`config.mk`:
```
export PLATFORM = sky130hd
export DESIGN_NAME = mxv_ctrl_flat
export DESIGN_NICKNAME = d
export VERILOG_FILES = /design/src/rtl/mxv_ctrl_if.sv /design/src/rtl/mxv_ctrl.sv /design/src/flat_wrapper.sv
export SDC_FILE = /design/constraint.sdc
export NUM_CORES = 1
export LEC_CHECK = 0
export BUFFER_PORTS_ARGS = -buffer_cell sky130_fd_sc_hd__buf_2
export CAP_MARGIN = 20
export CORE_MARGIN = 5
export CORE_UTILIZATION = 51
export DETAILED_ROUTE_END_ITERATION = 12
export PLACE_DENSITY_LB_ADDON = 0.25
export SLEW_MARGIN = 20
export SYNTH_ARGS = -nofsm -noshare
export SYNTH_HDL_FRONTEND = slang
export SYNTH_SLANG_ARGS = --single-unit
```
`constraint.sdc`:
```
create_clock -name clk -period 10 [get_ports clk]
set_clock_uncertainty 0.2 [all_clocks]
set_input_delay 1.5 -clock clk [delete_from_list [all_inputs] [get_ports clk]]
set_output_delay 1.5 -clock clk [all_outputs]
set_load 0.05 [all_outputs]
```
`src/rtl/mxv_ctrl_if.sv`:
```
// Shared types and handshake/strobe bundle between mxv_ctrl and its datapath.
// The master side drives requests (start, in_valid, result_rd); the slave side is the controller.
package mxv_ctrl_pkg;
  typedef logic [7:0] push_pop_t;
  typedef logic [1:0] sltr_4_t;
  typedef logic       sltr_2_t;
endpackage

interface mxv_ctrl_if;
  import mxv_ctrl_pkg::*;

  logic      start;
  logic      in_valid;
  logic      in_ready;
  logic      result_rd;
  logic      push_vector;
  logic      pop_vector;
  logic      push_result;
  logic      pop_result;
  push_pop_t push_matrix;
  push_pop_t pop_matrix;
  sltr_4_t   dmx_v_sltr;
  sltr_2_t   mx_reg_sltr;
  sltr_2_t   mx_a_sltr;
  sltr_2_t   mx_b_sltr;
  sltr_2_t   mx_c_sltr;
  sltr_2_t   mx_d_sltr;
  logic      ena_proc_a;
  logic      ena_proc_b;
  logic      ena_proc_c;
  logic      ena_proc_d;
  logic [4:0] result_cnt;
  logic      busy;
  logic      done;
`ifdef MXV_CTRL_ERR_EN
  logic      error;
`endif

  modport master (
`ifdef MXV_CTRL_ERR_EN
    input  error,
`endif
    output start, in_valid, result_rd,
    input  in_ready, push_vector, pop_vector, push_result, pop_result,
    input  push_matrix, pop_matrix, dmx_v_sltr, mx_reg_sltr,
    input  mx_a_sltr, mx_b_sltr, mx_c_sltr, mx_d_sltr,
    input  ena_proc_a, ena_proc_b, ena_proc_c, ena_proc_d,
    input  result_cnt, busy, done
  );

  modport slave (
`ifdef MXV_CTRL_ERR_EN
    output error,
`endif
    input  start, in_valid, result_rd,
    output in_ready, push_vector, pop_vector, push_result, pop_result,
    output push_matrix, pop_matrix, dmx_v_sltr, mx_reg_sltr,
    output mx_a_sltr, mx_b_sltr, mx_c_sltr, mx_d_sltr,
    output ena_proc_a, ena_proc_b, ena_proc_c, ena_proc_d,
    output result_cnt, busy, done
  );
endinterface

```
`src/rtl/mxv_ctrl.sv`:
```
// Sequencer for a 4-stage matrix-vector pipeline: loads vector/matrix FIFOs, skews per-row pops and
// stage enables, and tracks the result FIFO. Define MXV_CTRL_ERR_EN for a sticky protocol-error flag.
module mxv_ctrl
  import mxv_ctrl_pkg::*;
#(
  parameter int N_ROWS = 8,
  parameter int N_COLS = 4
) (
  input  logic      clk,
  input  logic      rst,
  mxv_ctrl_if.slave bus
);
  localparam int CNT_W = $clog2(4 * N_ROWS);
  localparam int HALF  = N_ROWS / 2;
  localparam logic [CNT_W-1:0] COL_LAST = CNT_W'(N_COLS - 1);
  localparam logic [CNT_W-1:0] MAT_LAST = CNT_W'(N_COLS * N_ROWS - 1);
  localparam logic [CNT_W-1:0] CMP_LAST = CNT_W'(N_ROWS + 5);
  localparam logic [CNT_W-1:0] MAT_HI   = CNT_W'(N_COLS * HALF);
  localparam push_pop_t         POP_ONE  = 8'd1;
  localparam logic [N_COLS-1:0] COL_ONE  = {{(N_COLS-1){1'b0}}, 1'b1};

  typedef enum logic [2:0] {IDLE, LOAD_V, LOAD_M, VEC, COMPUTE, DONE} state_t;

  state_t            state_q, state_d;
  logic [CNT_W-1:0]  cnt_q, cnt_d;
  logic [4:0]        result_cnt_q, result_cnt_d;
  logic              in_ready_q, in_ready_d;
  logic              pop_vector_q, pop_vector_d;
  sltr_4_t           dmx_q, dmx_d;
  push_pop_t         pop_matrix_q, pop_matrix_d;
  logic [N_COLS-1:0] ena_q, ena_d;
  logic [N_COLS-1:0] mx_q, mx_d;
  logic              push_result_q, push_result_d;
  logic              busy_q, busy_d;
  logic              done_q, done_d;
`ifdef MXV_CTRL_ERR_EN
  logic              error_q, error_d;
`endif

  logic              xfer;
  logic              push_vector;
  logic              pop_result;
  push_pop_t         push_matrix;
  logic [2:0]        mat_idx;
  int                dec_t;

  // Load strobes must coincide with the transfer, so they are gated from the live valid/rd inputs.
  always_comb begin
    xfer        = !rst && bus.in_valid && in_ready_q;
    push_vector = xfer && (state_q == LOAD_V);
    mat_idx     = {cnt_q >= MAT_HI, cnt_q[1:0]};
    push_matrix = '0;
    if (xfer && (state_q == LOAD_M)) begin
      push_matrix[mat_idx] = 1'b1;
    end
    pop_result  = !rst && bus.result_rd && (result_cnt_q != 5'd0);
  end

  always_comb begin
    state_d      = state_q;
    cnt_d        = cnt_q;
    result_cnt_d = result_cnt_q + {4'd0, push_result_q} - {4'd0, pop_result};
    case (state_q)
      IDLE: begin
        if (bus.start) begin
          state_d = LOAD_V;
          cnt_d   = '0;
        end
      end
      LOAD_V: begin
        if (xfer) begin
          if (cnt_q == COL_LAST) begin
            state_d = LOAD_M;
            cnt_d   = '0;
          end else begin
            cnt_d = cnt_q + 1'b1;
          end
        end
      end
      LOAD_M: begin
        if (xfer) begin
          if (cnt_q == MAT_LAST) begin
            state_d = VEC;
            cnt_d   = '0;
          end else begin
            cnt_d = cnt_q + 1'b1;
          end
        end
      end
      VEC: begin
        if (cnt_q == COL_LAST) begin
          state_d = COMPUTE;
          cnt_d   = '0;
        end else begin
          cnt_d = cnt_q + 1'b1;
        end
      end
      COMPUTE: begin
        if (cnt_q == CMP_LAST) begin
          state_d = DONE;
          cnt_d   = '0;
        end else begin
          cnt_d = cnt_q + 1'b1;
        end
      end
      DONE:    state_d = IDLE;
      default: state_d = IDLE;
    endcase
  end

  // Outputs are decoded from the next state so they appear registered in the cycle they describe.
  // In COMPUTE, row r reaches stage j at cycle r+j; its enable follows one cycle later.
  always_comb begin
    dec_t         = int'(cnt_d);
    in_ready_d    = (state_d == LOAD_V) || ((state_d == LOAD_M) && (result_cnt_d == 5'd0));
    pop_vector_d  = (state_d == VEC);
    dmx_d         = (state_d == VEC) ? cnt_d[1:0] : '0;
    pop_matrix_d  = '0;
    ena_d         = '0;
    mx_d          = '0;
    push_result_d = 1'b0;
    if (state_d == COMPUTE) begin
      for (int j = 0; j < N_COLS; j++) begin
        if ((dec_t >= j) && (dec_t - j < N_ROWS)) begin
          pop_matrix_d = pop_matrix_d | (POP_ONE << (j + ((dec_t - j >= HALF) ? N_COLS : 0)));
        end
        if ((dec_t > j) && (dec_t - j - 1 < N_ROWS)) begin
          ena_d = ena_d | (COL_ONE << j);
          if (dec_t - j - 1 >= HALF) begin
            mx_d = mx_d | (COL_ONE << j);
          end
        end
      end
      push_result_d = (dec_t >= 6) && (dec_t <= N_ROWS + 5);
    end
    busy_d = (state_d != IDLE);
    done_d = (state_d == DONE);
  end

`ifdef MXV_CTRL_ERR_EN
  always_comb begin
    error_d = error_q
            | (bus.start && busy_q)
            | (bus.result_rd && (result_cnt_q == 5'd0))
            | (bus.in_valid && ((state_q == VEC) || (state_q == COMPUTE)));
  end
`endif

  always_ff @(posedge clk) begin
    if (rst) begin
      state_q       <= IDLE;
      cnt_q         <= '0;
      result_cnt_q  <= '0;
      in_ready_q    <= 1'b0;
      pop_vector_q  <= 1'b0;
      dmx_q         <= '0;
      pop_matrix_q  <= '0;
      ena_q         <= '0;
      mx_q          <= '0;
      push_result_q <= 1'b0;
      busy_q        <= 1'b0;
      done_q        <= 1'b0;
`ifdef MXV_CTRL_ERR_EN
      error_q       <= 1'b0;
`endif
    end else begin
      state_q       <= state_d;
      cnt_q         <= cnt_d;
      result_cnt_q  <= result_cnt_d;
      in_ready_q    <= in_ready_d;
      pop_vector_q  <= pop_vector_d;
      dmx_q         <= dmx_d;
      pop_matrix_q  <= pop_matrix_d;
      ena_q         <= ena_d;
      mx_q          <= mx_d;
      push_result_q <= push_result_d;
      busy_q        <= busy_d;
      done_q        <= done_d;
`ifdef MXV_CTRL_ERR_EN
      error_q       <= error_d;
`endif
    end
  end

  assign bus.in_ready    = in_ready_q;
  assign bus.push_vector = push_vector;
  assign bus.pop_vector  = pop_vector_q;
  assign bus.push_matrix = push_matrix;
  assign bus.pop_matrix  = pop_matrix_q;
  assign bus.dmx_v_sltr  = dmx_q;
  assign bus.mx_reg_sltr = 1'b0;
  assign bus.mx_a_sltr   = mx_q[0];
  assign bus.mx_b_sltr   = mx_q[1];
  assign bus.mx_c_sltr   = mx_q[2];
  assign bus.mx_d_sltr   = mx_q[3];
  assign bus.ena_proc_a  = ena_q[0];
  assign bus.ena_proc_b  = ena_q[1];
  assign bus.ena_proc_c  = ena_q[2];
  assign bus.ena_proc_d  = ena_q[3];
  assign bus.push_result = push_result_q;
  assign bus.pop_result  = pop_result;
  assign bus.result_cnt  = result_cnt_q;
  assign bus.busy        = busy_q;
  assign bus.done        = done_q;
`ifdef MXV_CTRL_ERR_EN
  assign bus.error       = error_q;
`endif

endmodule

```
`src/flat_wrapper.sv`:
```
// flat-port wrapper written by rule: the top's interface ports become plain ports
module mxv_ctrl_flat import mxv_ctrl_pkg::*;
#(
  parameter int N_ROWS = 8,
  parameter int N_COLS = 4
)
  (clk, rst, bus_start, bus_in_valid, bus_result_rd, bus_in_ready, bus_push_vector, bus_pop_vector, bus_push_result, bus_pop_result, bus_push_matrix, bus_pop_matrix, bus_dmx_v_sltr, bus_mx_reg_sltr, bus_mx_a_sltr, bus_mx_b_sltr, bus_mx_c_sltr, bus_mx_d_sltr, bus_ena_proc_a, bus_ena_proc_b, bus_ena_proc_c, bus_ena_proc_d, bus_result_cnt, bus_busy, bus_done);
  mxv_ctrl_if bus_i ();
  input  logic clk;
  input  logic rst;
  input wire logic [$bits(bus_i.start)-1:0] bus_start;
  input wire logic [$bits(bus_i.in_valid)-1:0] bus_in_valid;
  input wire logic [$bits(bus_i.result_rd)-1:0] bus_result_rd;
  output wire logic [$bits(bus_i.in_ready)-1:0] bus_in_ready;
  output wire logic [$bits(bus_i.push_vector)-1:0] bus_push_vector;
  output wire logic [$bits(bus_i.pop_vector)-1:0] bus_pop_vector;
  output wire logic [$bits(bus_i.push_result)-1:0] bus_push_result;
  output wire logic [$bits(bus_i.pop_result)-1:0] bus_pop_result;
  output wire logic [$bits(bus_i.push_matrix)-1:0] bus_push_matrix;
  output wire logic [$bits(bus_i.pop_matrix)-1:0] bus_pop_matrix;
  output wire logic [$bits(bus_i.dmx_v_sltr)-1:0] bus_dmx_v_sltr;
  output wire logic [$bits(bus_i.mx_reg_sltr)-1:0] bus_mx_reg_sltr;
  output wire logic [$bits(bus_i.mx_a_sltr)-1:0] bus_mx_a_sltr;
  output wire logic [$bits(bus_i.mx_b_sltr)-1:0] bus_mx_b_sltr;
  output wire logic [$bits(bus_i.mx_c_sltr)-1:0] bus_mx_c_sltr;
  output wire logic [$bits(bus_i.mx_d_sltr)-1:0] bus_mx_d_sltr;
  output wire logic [$bits(bus_i.ena_proc_a)-1:0] bus_ena_proc_a;
  output wire logic [$bits(bus_i.ena_proc_b)-1:0] bus_ena_proc_b;
  output wire logic [$bits(bus_i.ena_proc_c)-1:0] bus_ena_proc_c;
  output wire logic [$bits(bus_i.ena_proc_d)-1:0] bus_ena_proc_d;
  output wire logic [$bits(bus_i.result_cnt)-1:0] bus_result_cnt;
  output wire logic [$bits(bus_i.busy)-1:0] bus_busy;
  output wire logic [$bits(bus_i.done)-1:0] bus_done;
  assign bus_i.start = bus_start;
  assign bus_i.in_valid = bus_in_valid;
  assign bus_i.result_rd = bus_result_rd;
  assign bus_in_ready = bus_i.in_ready;
  assign bus_push_vector = bus_i.push_vector;
  assign bus_pop_vector = bus_i.pop_vector;
  assign bus_push_result = bus_i.push_result;
  assign bus_pop_result = bus_i.pop_result;
  assign bus_push_matrix = bus_i.push_matrix;
  assign bus_pop_matrix = bus_i.pop_matrix;
  assign bus_dmx_v_sltr = bus_i.dmx_v_sltr;
  assign bus_mx_reg_sltr = bus_i.mx_reg_sltr;
  assign bus_mx_a_sltr = bus_i.mx_a_sltr;
  assign bus_mx_b_sltr = bus_i.mx_b_sltr;
  assign bus_mx_c_sltr = bus_i.mx_c_sltr;
  assign bus_mx_d_sltr = bus_i.mx_d_sltr;
  assign bus_ena_proc_a = bus_i.ena_proc_a;
  assign bus_ena_proc_b = bus_i.ena_proc_b;
  assign bus_ena_proc_c = bus_i.ena_proc_c;
  assign bus_ena_proc_d = bus_i.ena_proc_d;
  assign bus_result_cnt = bus_i.result_cnt;
  assign bus_busy = bus_i.busy;
  assign bus_done = bus_i.done;
  mxv_ctrl #(.N_ROWS(N_ROWS), .N_COLS(N_COLS)) u_core (.clk(clk), .rst(rst), .bus(bus_i));
endmodule
```
# Word level (Yosys, flattened, before mapping)
# Index checks and enable logic that the tools add are counted.
[totals]
ff_bits = 36
word_cells = 136
inputBits = 5
output_inout_bits = 39
[classes]
addsub = 12
bitwise_logic = 5
shift = 4
n_eq_ne = 12
n_reduce_logical = 24
muxes = 41
n_lt_le_gt_ge = 26
[ops]
columns = ["operator", "count"]
rows = [
  [">= comparator 32 x 4 -> 1 bit, second input constant", 6],
  ["< comparator 32 x 5 -> 1 bit, second input constant", 6],
  ["<< shifter 1 x 32 -> 8 bit, first input constant", 4],
  ["subtractor 32 x 2 -> 32 bit, second input constant", 3],
  ["adder 3 x 32 -> 32 bit, first input constant", 2],
  ["2-to-1 mux 8 bit", 8],
  ["2-to-1 mux 3 bit", 14],
  ["adder 2 x 32 -> 32 bit, first input constant", 1],
  ["2-to-1 mux 5 bit", 6],
  ["one-hot mux 5 bit (5 select lines)", 1],
  ["bitwise OR 8 bit", 3],
  ["logical AND 1 bit", 16],
  ["one-hot mux 3 bit (5 select lines)", 1],
  ["equality test 3 x 2 -> 1 bit, second input constant", 4],
  ["2-to-1 mux 4 bit", 3],
  ["subtractor 5 x 2 -> 6 bit, second input constant", 2],
  [">= comparator 5 x 2 -> 1 bit, second input constant", 2],
  [">= comparator 5 x 3 -> 1 bit, second input constant", 2],
  ["> comparator 5 x 1 -> 1 bit, second input constant", 2],
  ["> comparator 5 x 2 -> 1 bit, second input constant", 2],
  ["equality test 3 bit, second input constant", 3],
  ["equality test 3 x 1 -> 1 bit, second input constant", 2],
  ["2-to-1 mux 2 bit", 3],
  ["subtractor 5 x 1 -> 6 bit, second input constant", 1],
  ["22 further kinds", 27],
]

# Logic depth before layout (Yosys ltp)
# Gate-level depths: netlist of the first run.
[depth]
depth_word = 18
depth_mapped = 23
ltp_nobuf = 21

# Worst setup path before layout of the first run
# OpenSTA, ideal clock, no wires.
[synth_timing]
kind = "input port to flip-flop"
startpoint = "input rst"
endpoint = "register u_core.ena_q[3]"
slack_ps = 3888
arrival_ps = 5825
setup_time_ps = 87
cell_stages = 17
path_buffers = 0
required_time_ps = 9713
cell_sequence = "and3b_1 a31oi_1 a22oi_4 a22oi_1 inv_1 ha_1 o21ai_1 xnor2_1 a31oi_1 nor2_1 nand2_1 ha_1 or4b_2 nor4_1 nand4b_1 or2_2 o31ai_1"
[synth_via]
elab_chain_cells = 10
elab_cells_between_ends = 18
cone_classes = "add/sub (2); order compare (2); eq/ne (1); mux (7); bitwise (1); reduce/logical (5)"
[synth_lines]
columns = ["item", "line", "source"]
rows = [
  ["from (decl)", "flat_wrapper.sv:10", "input logic rst;"],
  ["logical NOT 1 bit *", "mxv_ctrl.sv:49", "xfer = !rst && bus.in_valid && in_ready_q;"],
  ["logical AND 1 bit * (2 in a row)", "mxv_ctrl.sv:49", ""],
  ["2-to-1 mux 5 bit (on tied branches)", "mxv_ctrl.sv:81, mxv_ctrl.sv:71", ""],
  ["one-hot mux 5 bit (5 select lines) *", "mxv_ctrl.sv:63", "case (state_q)"],
  ["net u_core.cnt_d[1]", "mxv_ctrl.sv:25", "logic [CNT_W-1:0] cnt_q, cnt_d;"],
  ["subtractor 5 x 2 -> 6 bit", "mxv_ctrl.sv:127", "if ((dec_t > j) && (dec_t - j - 1 < N_ROWS)) begin"],
  ["subtractor 32 x 2 -> 32 bit", "mxv_ctrl.sv:127", ""],
  ["< comparator 32 x 5 -> 1 bit", "mxv_ctrl.sv:127", ""],
  ["logical AND 1 bit *", "mxv_ctrl.sv:127", ""],
  ["2-to-1 mux 4 bit *", "mxv_ctrl.sv:127", ""],
  ["to (signal assigned)", "mxv_ctrl.sv:174", "ena_q <= ena_d;"],
  ["to (decl)", "mxv_ctrl.sv:31", "logic [N_COLS-1:0] ena_q, ena_d;"],
]
# Mark *: on every way through the listed nets, which the timed path passes. The rest lies on a longest branch.
# A chain may end at the register's enable or synchronous reset.

# Final worst setup path of the first run
[layout_timing]
startpoint = "input rst"
endpoint = "register u_core.ena_q[3]"
[layout_via]
elab_chain_cells = 10
elab_cells_between_ends = 18
cone_classes = "add/sub (2); order compare (2); eq/ne (1); mux (7); bitwise (1); reduce/logical (5)"
[layout_lines]
columns = ["item", "line"]
rows = [
  ["logical NOT 1 bit", "mxv_ctrl.sv:49"],
  ["logical AND 1 bit (2 in a row)", "mxv_ctrl.sv:49"],
  ["2-to-1 mux 5 bit (on tied branches)", "mxv_ctrl.sv:81, mxv_ctrl.sv:71"],
  ["one-hot mux 5 bit (5 select lines)", "mxv_ctrl.sv:63"],
  ["subtractor 5 x 2 -> 6 bit", "mxv_ctrl.sv:127"],
  ["subtractor 32 x 2 -> 32 bit", "mxv_ctrl.sv:127"],
  ["< comparator 32 x 5 -> 1 bit", "mxv_ctrl.sv:127"],
  ["logical AND 1 bit", "mxv_ctrl.sv:127"],
  ["2-to-1 mux 4 bit", "mxv_ctrl.sv:127"],
]
# Several ways; a longest one is shown, not always the timed one.

==> impl_metrics.py, run 1 <==
metrics = {
    "logic_synthesis": {
        "syn_area_sq_um": 3044,
        "synthArstFlopShare_pct": 0,
        "syn_nets": 429,
        "ys_ff_latch": 36,
        "synthCells": 370,
        "synth_flop_cell": "dfxtp_1",
        "ys_types": 65,
        "ys_seq_area_share_pct": 23.67,
        "synth_edf_count": 0,
        "yosys_warnings": 0,
        "avgSynthCellArea_sq_um": 8.227,
    },
    "finish": {
        "final_cell_mix": "53 x ha_1, 43 x nand2_1, 42 x buf_2",
        "fin_nets": 465,
        "final_common_cell": "ha_1",
        "final_layout_size_suffix_gt1_share_pct": 16.22,
        "areaGrowthSynthToFinish_pct": 11.43,
        "n_antenna_cell": 0,
    },
    "floorplan": {
        "rows": 28,
        "core_area_sq_um": 5851,
        "die_x_microns": 87.26,
        "die_h_microns": 87.26,
        "io_pins": 44,
        "die_area_sq_um": 7614,
        "start_util_pct": 52.03,
    },
    "detailed_routing": {
        "drc": 0,
        "num_vias": 2696,
        "avgViaCountPerCell": 5.593,
        "wl_per_cell_microns": 13.98,
        "drtIter0Drc": 151,
        "first_pass_iters": 4,
        "postRouteWirelength_microns": 6740,
        "postRouteAntennaNets": 0,
    },
    "timing": {
        "fmax_mhz": 153.3,
        "fin_setup_tns_ns": 0,
        "finalHoldViolations": 0,
        "slew_headroom_pct": 43.22,
        "timing.final.ws_setup_ns": 3.477,
        "worst_pin_slew_ns": 0.8456,
        "period_needed_ns": 6.523,
        "finalSetupViolCount": 0,
        "rsz0062_at_grt": "false",
        "hold_slack_ns": 0.4636,
        "fin_crit_sh_pct": 65.23,
        "report.final.slew_viol_count": 0,
    },
    "clock_network": {
        "htree_levels": 2,
        "clock_path_buffers": 2,
        "post-cts-setup-buffers": 0,
        "ctsHoldBuffers": 0,
        "cts-root-buf": "clkbuf_8",
        "cts_tree": "yes",
        "clkLatencyLatePin_ns": 0.28,
        "clock_sinks": 36,
        "cts_resized": 0,
        "clk_pin_slew_ns": 0.07,
        "cts_buffers": 5,
    },
    "hold_path": {
        "hp-class": "flop to flop",
    },
    "power_and_ir_drop": {
        "power_density_nw_per_um2": 119.7,
        "power_leakage_uw": 0.001490,
        "peakVddDrop_mv": 0.1671,
    },
    "place": {
        "detailed_place_hpwl_microns": 5137,
        "gp_congestion": 0.8117,
        "io_buffers": 42,
        "dp_slack_ns": 3.206,
    },
    "grt": {
        "overflow": 0,
        "grt_pass1_vias": 2533,
        "grt_antenna_before_repair": 0,
        "groute.usage.overall_pct": 18.25,
        "grt_max_degree": 18,
        "grt_pass1_wl_microns": 11430,
    },
    "setup_path": {
        "crit_required_ns": 9.99,
        "cp_max_fo": 17,
        "crit_path_end_kind": "flop",
        "path_class": "primary input to flop",
        "critPathLaunchType": "primary input",
        "cp_data_arrival_time_ns": 6.51,
    },
    "run": {
        "cap_violations": 0,
    },
    "outcome": {
        "status": "finished, final reports clean",
    },
}
-- state kept, by name, summed over array words and instances (netlist names) --
name / count
u_core.bus.busy: 1
u_core.bus.pop_vector: 1
u_core.bus.in_ready: 1
u_core.bus.result_cnt: 5
u_core.bus.dmx_v_sltr: 2
u_core.mx_q: 4
u_core.bus.push_result: 1
u_core.ena_q: 4
u_core.cnt_q: 5
u_core.bus.pop_matrix: 8
u_core.bus.done: 1
u_core.state_q: 3
-- Yosys cell counts (5+ instances only) --
library cell	instances	area, sq um
inv_1	19	71.32
nand4b_1	5	43.79
ha_1	53	663.1
nor2_1	39	146.4
nand4_1	8	50.05
a31oi_1	8	50.05
nor2b_1	6	37.54
dfxtp_1	36	720.7
clkbuf_1	7	26.28
nand3_1	14	70.07
a21oi_1	17	85.08
nor3_1	10	50.05
nor4b_1	5	43.79
nand2_1	43	161.4
xnor2_1	11	96.34
-- worst max-delay path: stages --
cell and delay, ns:
buf_2 0.25, and3b_1 0.26, a31oi_1 0.30, a22oi_4 0.13, a221o_1 0.52, inv_2 0.30, ha_1 0.33, inv_1 0.14
nor2_1 0.20, xnor2_1 0.15, nor2_1 0.37, nand2_1 0.16, ha_1 0.28, or4b_2 0.66, nor4_1 0.28, nand4b_1 0.14
or2_2 0.29, o31ai_1 0.24
-- cells by family after synthesis --
kind of cell / synth area share (%)
AOI/OAI and AO/OA: 15.33
xor gates and xnor gates: 4.315
adders and majority gates: 22.44
buffers and inverters: 5.425
DFF: 23.67
muxes: 0.6987
other: 0.1232
and+or+nand+nor: 27.99
-- through the flow --
step | instances | util [%] | instance area, sq um | total power, uW
2_1_floorplan | 370 | - | 3044 | 259.1
3_3_place_gp | 474 | 56.14 | 3284 | 283.1
3_5_place_dp | 474 | 56.14 | 3284 | 285.0
4_1_cts | 482 | 57.98 | 3392 | 409.7
5_1_grt | 482 | 57.98 | 3392 | 432.5
6_report | 482 | 57.98 | 3392 | 405.9
-- worst paths after layout --
path | cells past startpoint | start | end | slack [ns]
min | 2 | u_core.bus.result_cnt[0] | u_core.bus.result_cnt[0] | 0.46
min reg2reg | 2 | u_core.bus.result_cnt[0] | u_core.bus.result_cnt[0] | 0.46
max reg2reg | 20 | u_core.cnt_q[0] | u_core.ena_q[3] | 3.74
max | 18 | rst | u_core.ena_q[3] | 3.48
-- per-layer routing --
layer	part of all wire, %	vias up	global-route usage, %
met4	0.91	0	5.160
met1	46	1241	24.81
met3	5.8	6	2.744
met2	47	67	29.86
met5	0	-	0
li1	-	1382	-
-- report_power, final --
part | internal (uW) | switching, uW
Combinational | 42.3 | 79.4
Clock | 73.9 | 50.5
Sequential | 152 | 7.91
-- layout make-up --
| type | count | area, sq um |
|---|---|---|
| timing repair buffer | 44 | 225.2 |
| multi-input combinational | 296 | 2158 |
| sequential | 36 | 720.7 |
| clock buffer | 6 | 72.57 |
| clock inverter | 2 | 35.03 |
| tap | 75 | 93.84 |
| fill | 536 | 2459 |
| inverter | 23 | 86.33 |
No activity file was read; power rests on OpenSTA's default activity.
==> run 2: changes to the inputs <==
--- a/config.mk
+++ b/config.mk
@@ -5,6 +5,7 @@
 export SDC_FILE = /design/constraint.sdc
 export NUM_CORES = 1
 export LEC_CHECK = 0
+export ABC_AREA = 1
 export BUFFER_PORTS_ARGS = -buffer_cell sky130_fd_sc_hd__buf_2
 export CAP_MARGIN = 20
 export CORE_MARGIN = 5
==> constraint.sdc (replaced) <==
create_clock -name clk -period 5.4 [get_ports clk]
set_clock_uncertainty 0.2 [all_clocks]
set_input_delay 0.81 -clock clk [delete_from_list [all_inputs] [get_ports clk]]
set_output_delay 0.81 -clock clk [all_outputs]
set_load 0.05 [all_outputs]
==> run 2 against run 1 <==
  * Die area rose by 4.5%
  * Clock-buffer cell count down 1
  * Synthesized cell count is 19% higher
  * Sequential share of layout area shrank 1.0 points
  * Synthesized area increased by 5.1%
  * Core utilization rose by 1.1 points
  * Sequential power up 85%
  * Hold slack got worse by 0.033 ns
  * Critical endpoint is now u_core.mx_q[2]
  * First-iteration DRC count is 34% lower
  * Total power up 77%
  * Non-clock buffer count shrank 2
  * Register-to-register slack got worse by 2.7 ns
==> impl_metrics.py, run 2 <==
metrics = {
    "clock_network": {
        "post-cts-setup-buffers": 0,
        "clock_sinks": 36,
        "clock_path_buffers": 2,
        "clkLatencyLatePin_ns": 0.29,
        "cts-root-buf": "clkbuf_8",
        "clk_pin_slew_ns": 0.08,
        "cts_buffers": 5,
        "cts_tree": "yes",
        "cts_resized": 0,
        "htree_levels": 2,
        "ctsHoldBuffers": 0,
    },
    "setup_path": {
        "regToRegStartpoint": "u_core.cnt_q[1]",
        "rr_endpoint": "u_core.mx_q[1]",
        "slowest_stage": "o21ai_2",
        "path_cells": "buf_2, inv_2, nand3_2, nand2_1, nand3_1, inv_1, o21ai_2, inv_2, ha_1, xor2_4, nand4_1, ha_1, nor4_1, nand4_1, nor3_1, nand3_1, nor3_2, nor3b_2",
        "cp_max_fo": 17,
        "r2r_cells": 26,
        "regToRegSetupSlack_ns": 1.08,
        "crit_path_end_kind": "flop",
        "critPathLaunchType": "primary input",
        "critical-path-max-stage-delay_ns": 0.41,
        "cp_data_arrival_time_ns": 4.38,
        "crit_required_ns": 5.42,
        "path_class": "primary input to flop",
    },
    "power_and_ir_drop": {
        "power_leakage_uw": 0.001810,
        "power_uw": 720.3,
        "peakVddDrop_mv": 0.1430,
        "power_density_nw_per_um2": 202.2,
    },
    "logic_synthesis": {
        "synthTopCellsByArea": "dfxtp_1 23%, ha_1 21%, nand2_1 9.0%, nor2_1 7.0%, inv_1 6.6%",
        "synthMuxAreaShare_pct": 0,
        "synthAdderAreaFrac_pct": 21.75,
        "yosys_warnings": 0,
        "synth-compound-area-share_pct": 5.673,
        "synth.most_common_cell": "nand2_1",
        "synth_flop_cell": "dfxtp_1",
        "synth_top_area_share_pct": 22.54,
        "ys_ff_latch": 36,
        "ys_top_cells_by_count": "77 x nand2_1, 60 x nor2_1, 56 x inv_1",
        "syn_nets": 499,
        "synth_top_family_by_area": "simple AND/OR/NAND/NOR gates",
        "avgSynthCellArea_sq_um": 7.285,
        "syn_area_sq_um": 3198,
        "ys_types": 42,
        "synthArstFlopShare_pct": 0,
        "synthCells": 439,
        "ys_seq_area_share_pct": 22.54,
        "yosysTopAreaCell": "dfxtp_1",
        "synth_edf_count": 0,
        "synthSimpleGateAreaFrac_pct": 39.12,
        "synth_xor_area_share_pct": 2.230,
    },
    "timing": {
        "period_needed_ns": 4.364,
        "finalHoldViolations": 0,
        "fmax_mhz": 229.2,
        "rsz0062_at_grt": "false",
        "hold_slack_ns": 0.4303,
        "fin_crit_sh_pct": 80.81,
        "report.final.slew_viol_count": 0,
        "finalSetupViolCount": 0,
        "fin_setup_tns_ns": 0,
    },
    "detailed_routing": {
        "postRouteAntennaNets": 0,
        "num_vias": 2819,
        "wl_per_cell_microns": 12.06,
        "postRouteWirelength_microns": 6753,
        "drc": 0,
        "drtIter0Drc": 100,
        "first_pass_iters": 4,
        "avgViaCountPerCell": 5.034,
    },
    "grt": {
        "groute.usage.overall_pct": 18.23,
        "overflow": 0,
        "grt_antenna_before_repair": 0,
        "grt_max_degree": 18,
        "grt_pass1_wl_microns": 11740,
        "grt_pass1_vias": 2709,
    },
    "finish": {
        "largest_register_ffs": 8,
        "final_layout_size_suffix_gt1_share_pct": 24.33,
        "final_common_cell": "nand2_1",
        "fin_nets": 544,
        "fillers": 591,
        "areaGrowthSynthToFinish_pct": 11.39,
        "fin_util_pct": 59.12,
        "n_antenna_cell": 0,
        "final_cell_mix": "77 x nand2_1, 60 x nor2_1, 56 x inv_1",
    },
    "outcome": {
        "status": "finished, final reports clean",
    },
    "floorplan": {
        "io_pins": 44,
        "die_area_sq_um": 7954,
        "rows": 28,
        "die_h_microns": 89.19,
        "start_util_pct": 53.07,
        "die_x_microns": 89.19,
        "core_area_sq_um": 6026,
    },
    "hold_path": {
        "hold_path_end": "u_core.bus.busy",
        "hold_path.startpoint": "u_core.state_q[2]",
        "hp-class": "flop to flop",
        "whs_path_depth": 3,
    },
    "place": {
        "detailed_place_hpwl_microns": 5624,
        "gp_congestion": 0.8753,
        "io_buffers": 42,
    },
    "run": {
        "cap_violations": 0,
    },
}
-- run 2: per-layer routing --
metal,track usage (%),vias up,routed length [microns]
met5,0,-,0
met4,5.142,0,85
met3,2.581,9,189
met2,32.69,41,3378
met1,22.63,1279,3100
li1,-,1490,-
-- run 2: how the worst max path moves through the flow --
stage,startpoint,depth (start not counted),endpoint
after global placement,rst,18,u_core.mx_q[2]
after detailed placement,rst,18,u_core.mx_q[2]
final,rst,18,u_core.mx_q[2]
after CTS,u_core.cnt_q[1],26,u_core.mx_q[1]
after floorplan,rst,23,u_core.mx_q[1]
after global routing,u_core.cnt_q[1],28,u_core.mx_q[1]
-- run 2: cells by family after synthesis --
group	count (synthesis)
AO/OA/AOI/OAI	30
XOR/XNOR	6
AND/OR/NAND/NOR	242
flip-flops	36
other	1
adder cells (fa/ha/maj)	55
buffers and inverters	69
-- run 2: metrics by stage --
stage,instance area [sq um],cells,setup WS [ns]
floorplan,3198,439,1.394
global route,3562,560,0.6687
detailed placement,3475,552,0.7749
CTS,3562,560,1.058
finish,3562,560,1.036
global placement,3475,552,0.8582
-- run 2: worst max-delay path: cells and delay by family --
kind | cells | cell delay [ns]
buffers and inverters | 4 | 0.64
adders and majority gates | 2 | 0.67
and+or+nand+nor | 10 | 1.50
AOI/OAI and AO/OA | 1 | 0.41
xor gates and xnor gates | 1 | 0.33
-- run 2: where the power goes --
group | leakage (uW) | switching [uW] | total, uW | internal, uW
Clock | 0.0000479 | 99.2 | 189 | 89.8
Sequential | 0.000292 | 14.9 | 296 | 281
Combinational | 0.00147 | 162 | 235 | 73.5
Total | 0.00181 | 276 | 720 | 444
-- run 2: final cells by class --
cell class | count | area (sq um) | area share [%]
clock inverter | 3 | 18.77 | 0.5269
sequential | 36 | 720.7 | 20.23
timing repair buffer | 42 | 210.2 | 5.901
inverter | 65 | 246.5 | 6.920
clock buffer | 5 | 68.82 | 1.932
multi-input combinational | 334 | 2203 | 61.85
tap | 75 | 93.84 | 2.634
